[src/rtl/rast_params.sv]
// rast_params: shared rasterizer word sizes plus hit-buffer entry type and sizing
package rast_params;
  localparam int SIGFIG = 24;
  localparam int AXIS = 3;
  localparam int COLORS = 3;
  localparam int HITBUF_DEPTH = 16;
  localparam int HITBUF_AFULL_SLACK = 4;
  typedef struct packed {
    logic [AXIS-1:0][SIGFIG-1:0] hit;
    logic [COLORS-1:0][SIGFIG-1:0] color;
  } hit_entry_t;
endpackage

[src/rtl/rast_hit_fifo_mem.sv]
// rast_hit_fifo_mem: DEPTH x hit_entry_t register array with one write port and a registered head image
//   clk/rst                   clock, async active-high reset (clears head image only)
//   wr_en/wr_addr/wr_data     write port
//   rd_load/rd_addr           reload head image from rd_addr (bypassing a same-cycle write to it)
//   head                      registered head entry
module rast_hit_fifo_mem
  import rast_params::*;
#(
  parameter int DEPTH = HITBUF_DEPTH,
  localparam int AW = $clog2(DEPTH)
) (
  input  logic          clk,
  input  logic          rst,
  input  logic          wr_en,
  input  logic [AW-1:0] wr_addr,
  input  hit_entry_t    wr_data,
  input  logic          rd_load,
  input  logic [AW-1:0] rd_addr,
  output hit_entry_t    head
);
  hit_entry_t mem [DEPTH];
  always_ff @(posedge clk)
    if (wr_en) mem[wr_addr] <= wr_data;
  // the only time the next head is being written this edge is a push into an
  // otherwise-empty FIFO, so forward the write data instead of the stale cell
  always_ff @(posedge clk or posedge rst)
    if (rst) head <= '0;
    else if (rd_load) head <= (wr_en && wr_addr == rd_addr) ? wr_data : mem[rd_addr];
endmodule

[src/rtl/rast_hit_buffer.sv]
// rast_hit_buffer: show-ahead FIFO capturing every rasterizer hit and replaying it over valid/ready
//   hit_R18S/color_R18U/hit_valid_R18H   unthrottled sample stream from the rasterizer
//   out_hit_S/out_color_U/out_valid_H    registered head entry, popped by out_ready_H
//   almost_full_H                        registered, occupancy >= DEPTH-AFULL_SLACK
//   overflow_H/hit_count_U/drop_count_U  sticky drop flag and saturating counters
//   clear_stats_H                        synchronous clear of counters and overflow_H
module rast_hit_buffer
  import rast_params::*;
#(
  parameter int DEPTH = HITBUF_DEPTH,
  parameter int AFULL_SLACK = HITBUF_AFULL_SLACK,
  parameter int CNT_W = 32
) (
  input  logic                               clk,
  input  logic                               rst,
  input  logic signed [AXIS-1:0][SIGFIG-1:0] hit_R18S,
  input  logic [COLORS-1:0][SIGFIG-1:0]      color_R18U,
  input  logic                               hit_valid_R18H,
  output logic signed [AXIS-1:0][SIGFIG-1:0] out_hit_S,
  output logic [COLORS-1:0][SIGFIG-1:0]      out_color_U,
  output logic                               out_valid_H,
  input  logic                               out_ready_H,
  output logic                               almost_full_H,
  output logic                               overflow_H,
  output logic [CNT_W-1:0]                   hit_count_U,
  output logic [CNT_W-1:0]                   drop_count_U,
  input  logic                               clear_stats_H
);
  localparam int AW = $clog2(DEPTH);
  logic [AW-1:0] wr_ptr, rd_ptr, rd_next;
  logic [AW:0] occ, occ_next;
  logic full, push, pop, drop, head_load;
  hit_entry_t wr_data, head;
  assign wr_data = '{hit: hit_R18S, color: color_R18U};
  assign out_valid_H = occ != '0;
  assign full = occ == (AW+1)'(DEPTH);
  assign pop = out_valid_H & out_ready_H;
  assign push = hit_valid_R18H & (~full | pop);
  assign drop = hit_valid_R18H & full & ~pop;
  assign rd_next = pop ? rd_ptr + AW'(1) : rd_ptr;
  assign occ_next = (push & ~pop) ? occ + (AW+1)'(1) : (pop & ~push) ? occ - (AW+1)'(1) : occ;
  // refresh the head image whenever the head moves or an empty FIFO gets its first entry
  assign head_load = (occ_next != '0) & (pop | ~out_valid_H);
  assign out_hit_S = head.hit;
  assign out_color_U = head.color;
  rast_hit_fifo_mem #(.DEPTH(DEPTH)) u_mem (
    .clk(clk),
    .rst(rst),
    .wr_en(push),
    .wr_addr(wr_ptr),
    .wr_data(wr_data),
    .rd_load(head_load),
    .rd_addr(rd_next),
    .head(head)
  );
  always_ff @(posedge clk or posedge rst)
    if (rst) begin
      wr_ptr <= '0;
      rd_ptr <= '0;
      occ <= '0;
      almost_full_H <= 1'b0;
      overflow_H <= 1'b0;
      hit_count_U <= '0;
      drop_count_U <= '0;
    end else begin
      wr_ptr <= push ? wr_ptr + AW'(1) : wr_ptr;
      rd_ptr <= rd_next;
      occ <= occ_next;
      almost_full_H <= occ_next >= (AW+1)'(DEPTH - AFULL_SLACK);
      overflow_H <= ~clear_stats_H & (overflow_H | drop);
      hit_count_U <= clear_stats_H ? '0 : (push && hit_count_U != '1) ? hit_count_U + CNT_W'(1) : hit_count_U;
      drop_count_U <= clear_stats_H ? '0 : (drop && drop_count_U != '1) ? drop_count_U + CNT_W'(1) : drop_count_U;
    end
endmodule
[config.mk]
export PLATFORM = sky130hd
export DESIGN_NAME = rast_hit_buffer
export DESIGN_NICKNAME = d
export VERILOG_FILES = /design/src/rtl/rast_params.sv /design/src/rtl/rast_hit_fifo_mem.sv /design/src/rtl/rast_hit_buffer.sv
export SDC_FILE = /design/constraint.sdc
export NUM_CORES = 2
export LEC_CHECK = 0
export CAP_MARGIN = 20
export CORE_MARGIN = 8
export CORE_UTILIZATION = 50
export CTS_BUF_LIST = sky130_fd_sc_hd__clkbuf_4 sky130_fd_sc_hd__clkbuf_8
export CTS_CLUSTER_SIZE = 25
export DETAILED_ROUTE_END_ITERATION = 10
export PLACE_DENSITY = 0.73
export SLEW_MARGIN = 0
export SYNTH_ARGS = -nofsm -noshare
export SYNTH_HDL_FRONTEND = slang
export SYNTH_SLANG_ARGS = --single-unit
[constraint.sdc]
create_clock -name clk -period 15.6 [get_ports clk]
set_input_delay 1.56 -clock clk [delete_from_list [all_inputs] [get_ports clk]]
set_output_delay 1.56 -clock clk [all_outputs]
set_load 0.01 [all_outputs]
Yosys cells after proc, flatten, opt, wreduce, memory -nomap -nowiden
Memories as Yosys holds them, arrays and structs flattened. A register that Yosys moved wholly into a read port is not among the register bits. Cells that the tools add are included. W data, S select, Z words.

Register bits after elaboration: 79. RAM bits: 2304. Bits of input ports: 149. Output and inout port bits: 211. Logic and storage cells: 49. Memories kept: 1.

Add/sub/neg operators: 6. $lt $le $gt $ge: 1. Equality and inequality tests: 3. Multiplexer cells: 9. Bitwise logic cells: 16. Reduce and logical (&&, ||, !) cells: 6.

Memories: u_mem.mem (depth 16, width 144, rd ports 1, clocked after memory_dff 1, write ports 1, line rast_hit_fifo_mem.sv:21) `hit_entry_t mem [DEPTH];`.

Operator list (count): $mux W32 (4); $add A32 B1 Y32 const B (2); $ne A32 B32 Y1 const B (2); $mux W5 (2); $reduce_bool A5 Y1 (2); $add A4 B1 Y4 const B (2); $and A1 B1 Y1 (8); $add A5 B1 Y5 const B (1); $eq A5 B5 Y1 const B (1); $ge A5 B4 Y1 const B (1); $not A1 Y1 (5); $sub A5 B1 Y5 const B (1); $mux W4 (1); $reduce_bool A2 Y1 (2); $or A1 B1 Y1 (3); $logic_and A1 B1 Y1 (2); $mux W1 (2).

Logic depth before layout (Yosys ltp)
Depth after elaboration: 10. Mapped depth: 16. Mapped depth without buffers: 12.

Cells and area by module
A second synthesis with hierarchy kept.

Cell total of the unflattened synthesis: 5022. Area total of the unflattened synthesis: 98684.6 µm².

By module, submodules not included: rast_hit_fifo_mem (times used 1, cells each 4545, area each 94381.8 µm², seq. area each 72789.8 µm²); rast_hit_buffer (times used 1, cells each 477, area each 4302.9 µm², seq. area each 1976.9 µm²).

Worst setup path after synthesis
Ideal clock, no wire load.

Kind: input to register. Start point: input port hit_valid_R18H. End point: memory u_mem.mem[3][0] (netlist bit), enable pin. Library setup time: 0.823 ns. Data arrival time: 12.330 ns. Data required time: 14.777 ns. Slack: 2.447 ns. Stages: 6. Buffers on the path: 2. Cell sequence: clkbuf_1 inv_1 a31oi_1 clkbuf_1 nand2_1 nor3_1.

Word-level cells in the longest chain between the ends: 3.

Ends and longest elaborated chain: start: declaration (line rast_hit_buffer.sv:18) `input logic hit_valid_R18H,`; $and A1 B1 Y1 (line rast_hit_buffer.sv:38) `assign push = hit_valid_R18H & (~full | pop);`; $mux W1 (line rast_hit_fifo_mem.sv:23) `if (wr_en) mem[wr_addr] <= wr_data;`; $mux W1 (implied by the code) (line rast_hit_fifo_mem.sv:23); end: declaration (line rast_hit_fifo_mem.sv:21).

Every way passes these cells.

Worst setup path in the final report
Start point: register rd_ptr[1]. End point: register u_mem.head[24] (netlist name).

Word-level cells in the longest chain between the ends: 2.

Ends and longest elaborated chain: start: declaration (line rast_hit_buffer.sv:30) `logic [AW-1:0] wr_ptr, rd_ptr, rd_next;`; start signal: assignment (line rast_hit_buffer.sv:67) `rd_ptr <= rd_next;`; $add A4 B1 Y4 (line rast_hit_buffer.sv:40) `assign rd_next = pop ? rd_ptr + AW'(1) : rd_ptr;`; $mux W4 (*) (line rast_hit_buffer.sv:40).

Mark *: on every way between the ends. The rest lies on a longest branch, timed or not. A chain may end at the register's enable or synchronous reset.

==> flow_summary.ini <==
[routing]
drtIter0Drc = 8741
wirelength_mm = 293
drc = 0
via_count = 66500
firstDrtPassIters = 6
wl_per_cell_microns = 28.4
ant_nets = 0
post_drt_via_cell_ratio = 6.45

[placement]
dpl-instance-area_sq_um = 110000
dp_slack_ps = 9130
gp_congestion = 0.810
io_buffers = 359
dpl.cell_count = 9560
hpwl_mm = 151

[synth]
synth-warning-count = 0
synth_edf_count = 2304
synth_nets = 7023
synthesis.area_sq_um = 104000
ys.flop_type = edfxtp_1
synthDistinctLibCells = 75
synth.largest_area_cell = edfxtp_1
yosysSeqAreaShare = 0.719
async_reset_ff_frac = 0.0882
ys_seq_elements = 2527
synth_cells = 6865
yosys.area.top_type_share = 0.665
yosys-top-cells-area = edfxtp_1 (67%), mux2i_1 (5.9%), dfrtp_1 (5.4%)
syn_avg_cell_area_sq_um = 15.2

[global_route]
grt_usage = 0.252
grt_overflow = 0
grt_max_degree = 212
grt_pass1_wl_mm = 427
grt_pass1_vias = 66100
antenna_found_initial = 49

[final_layout]
final_common_cell = edfxtp_1
fill_cells = 15500
fin_area_sq_um = 118000
multi_input_area_sq_um = 27400
final_cell_mix = edfxtp_1 (2304), nand2_1 (951), mux2i_1 (610), clkbuf_8 (443), clkdlybuf4s50_1 (358)
nets = 7424
stdcell_count = 10300
final_layout_size_suffix_gt1_frac = 0.141
syn_to_final_growth_pct = 13.9
regArea_sq_um = 74800

[timing]
grt_setup_unrepaired = no
setup_ws_ps = 9370
worst_pin_slew_ps = 1210
fmax_ghz = 0.160
timing_hold_violations_final = 0
skew_ps = 103
slew-limit-headroom = 0.196
period_minus_slack_ps = 6230
setup_tns_ps = 0
post-route-period-util = 0.400
finalMaxSlewViolations = 0
fin_hold_ws_ps = 487
setup_viol = 0

[critical_path]
reg2reg_depth = 12
path_max_fanout = 55
required_ps = 16580
start_kind = flop
cp_cell_sequence = buf_4 -> clkinv_1 -> o211ai_1 -> buf_4 -> and2_4 -> buf_4 -> buf_4 -> nor2_1 -> nor4_1 -> o22ai_1 -> or3_1 -> a21oi_1
crit_top_cell = buf_4
worst_ep_arrival_time_ps = 7220
crit_slowest_cell = buf_4
slowest_delay_ps = 880
endpoint_kind = flop
cp.depth = 12
r2r_slack_ps = 9370
crit_type = reg2reg
path_buf_inv = 5
crit_family = buffers and inverters

[power]
power_leakage_nw = 40.0
irDropWorstVdd_mv = 0.268
power_density_nw_per_um2 = 194

[cts]
clk_latency_ps = 1100
cts_inserted_buffers = 404
cts_tree = built
clock_sinks = 2527
hold_buffers = 0
clock_path_buffers = 4
cts-root-buf = clkbuf_8
htreeDepth = 5
cts-resized-gates = 0
clk_pin_slew_ps = 60
post_cts_buffers = 0

[floorplan]
start_util = 0.503
die_h_microns = 472
ios = 360
die_x_microns = 472
core_area_sq_um = 207000
row_count = 167
die_area_sq_um = 223000

[job]
maxCapViolCount = 0

[outcome]
run_status = finished clean

[worst_hold_path]
hold_class = reg2reg
hold_depth = 2
==> worst paths after layout <==
kind | startpoint | end
setup / recovery | rd_ptr[1] | u_mem.head[24]
setup reg to reg | rd_ptr[1] | u_mem.head[24]
hold / removal | u_mem.head[38] | u_mem.head[38]
max in group asynchronous | rst | rd_ptr[1]
hold reg to reg | u_mem.head[38] | u_mem.head[38]
min in group asynchronous | rst | drop_count_U[26]
==> worst min-delay path, cell delays in order, from the launching register on <==
cell     delay, ps
dfrtp_1        340
nand2_1         50
o21ai_1         60
==> Yosys cell counts, drive strengths merged, types with 12 or more instances <==
cell,n
a211o,12
a21oi,288
a221o,18
a221oi,48
a22o,31
a31oi,126
a32oi,155
and2,14
and3,19
buf,210
clkbuf,281
dfrtp,223
edfxtp,2304
inv,29
mux2,27
mux2i,611
mux4,169
nand2,955
nand3,174
nand4,27
nor2,224
nor3,68
o211ai,15
o21ai,176
o221ai,139
o22a,55
o22ai,187
o31ai,45
or3,38
xnor2,28
xor2,36
==> registers in the layout, indices dropped and copies added, names as in the netlist <==
signal         count
drop_count_U      32
overflow_H         1
u_mem.head       144
hit_count_U       32
rd_ptr             4
occ                5
wr_ptr             4
almost_full_H      1
u_mem.mem       2304
==> cell type report <==
type,instances,area share
tap,2704,0.0286
timing repair buffer,486,0.0402
inverter,30,0.00121
clock buffer,606,0.0618
clock inverter,115,0.00557
sequential,2527,0.631
multi-input combinational,3817,0.231
antenna,32,0.000676
==> stage by stage <==
stage / util / total power, mW
after global routing: 0.573 / 23.9
final: 0.573 / 23.0
after global placement: 0.533 / 17.1
after detailed placement: 0.533 / 17.4
after CTS: 0.572 / 22.9
after floorplan: - / 14.4
==> routing by layer <==
metal	global-route usage	share of wire	up-vias	wire length, microns
met3	0.0593	0.12	770	34300
li1	-	-	28000	-
met4	0.109	0.041	24	11900
met2	0.392	0.46	4373	135000
met1	0.344	0.38	33400	112000
met5	0	0.00054	-	158
==> report_power, final <==
group / internal (mW) / leakage [nW] / switching (mW)
sequential: 8.25 / 23.6 / 0.496
combinational: 3.20 / 12.2 / 5.45
clock: 3.07 / 4.27 / 2.54
total: 14.5 / 40.0 / 8.48
==> kinds of logic (layout without fill, tap and decap cells) <==
group           Yosys count  in the layout  synth area share
flops                  2527           2527             0.719
simple gates           1554           1554            0.0629
compound gates         1383           1383            0.0918
mux                     807            807            0.0983
xor+xnor                 64             64           0.00546
other cells               0             32                 0
buf+inv                 521           1237            0.0216
fa+ha+maj                 9              9           0.00108
Power figures use the tool's default switching activity.
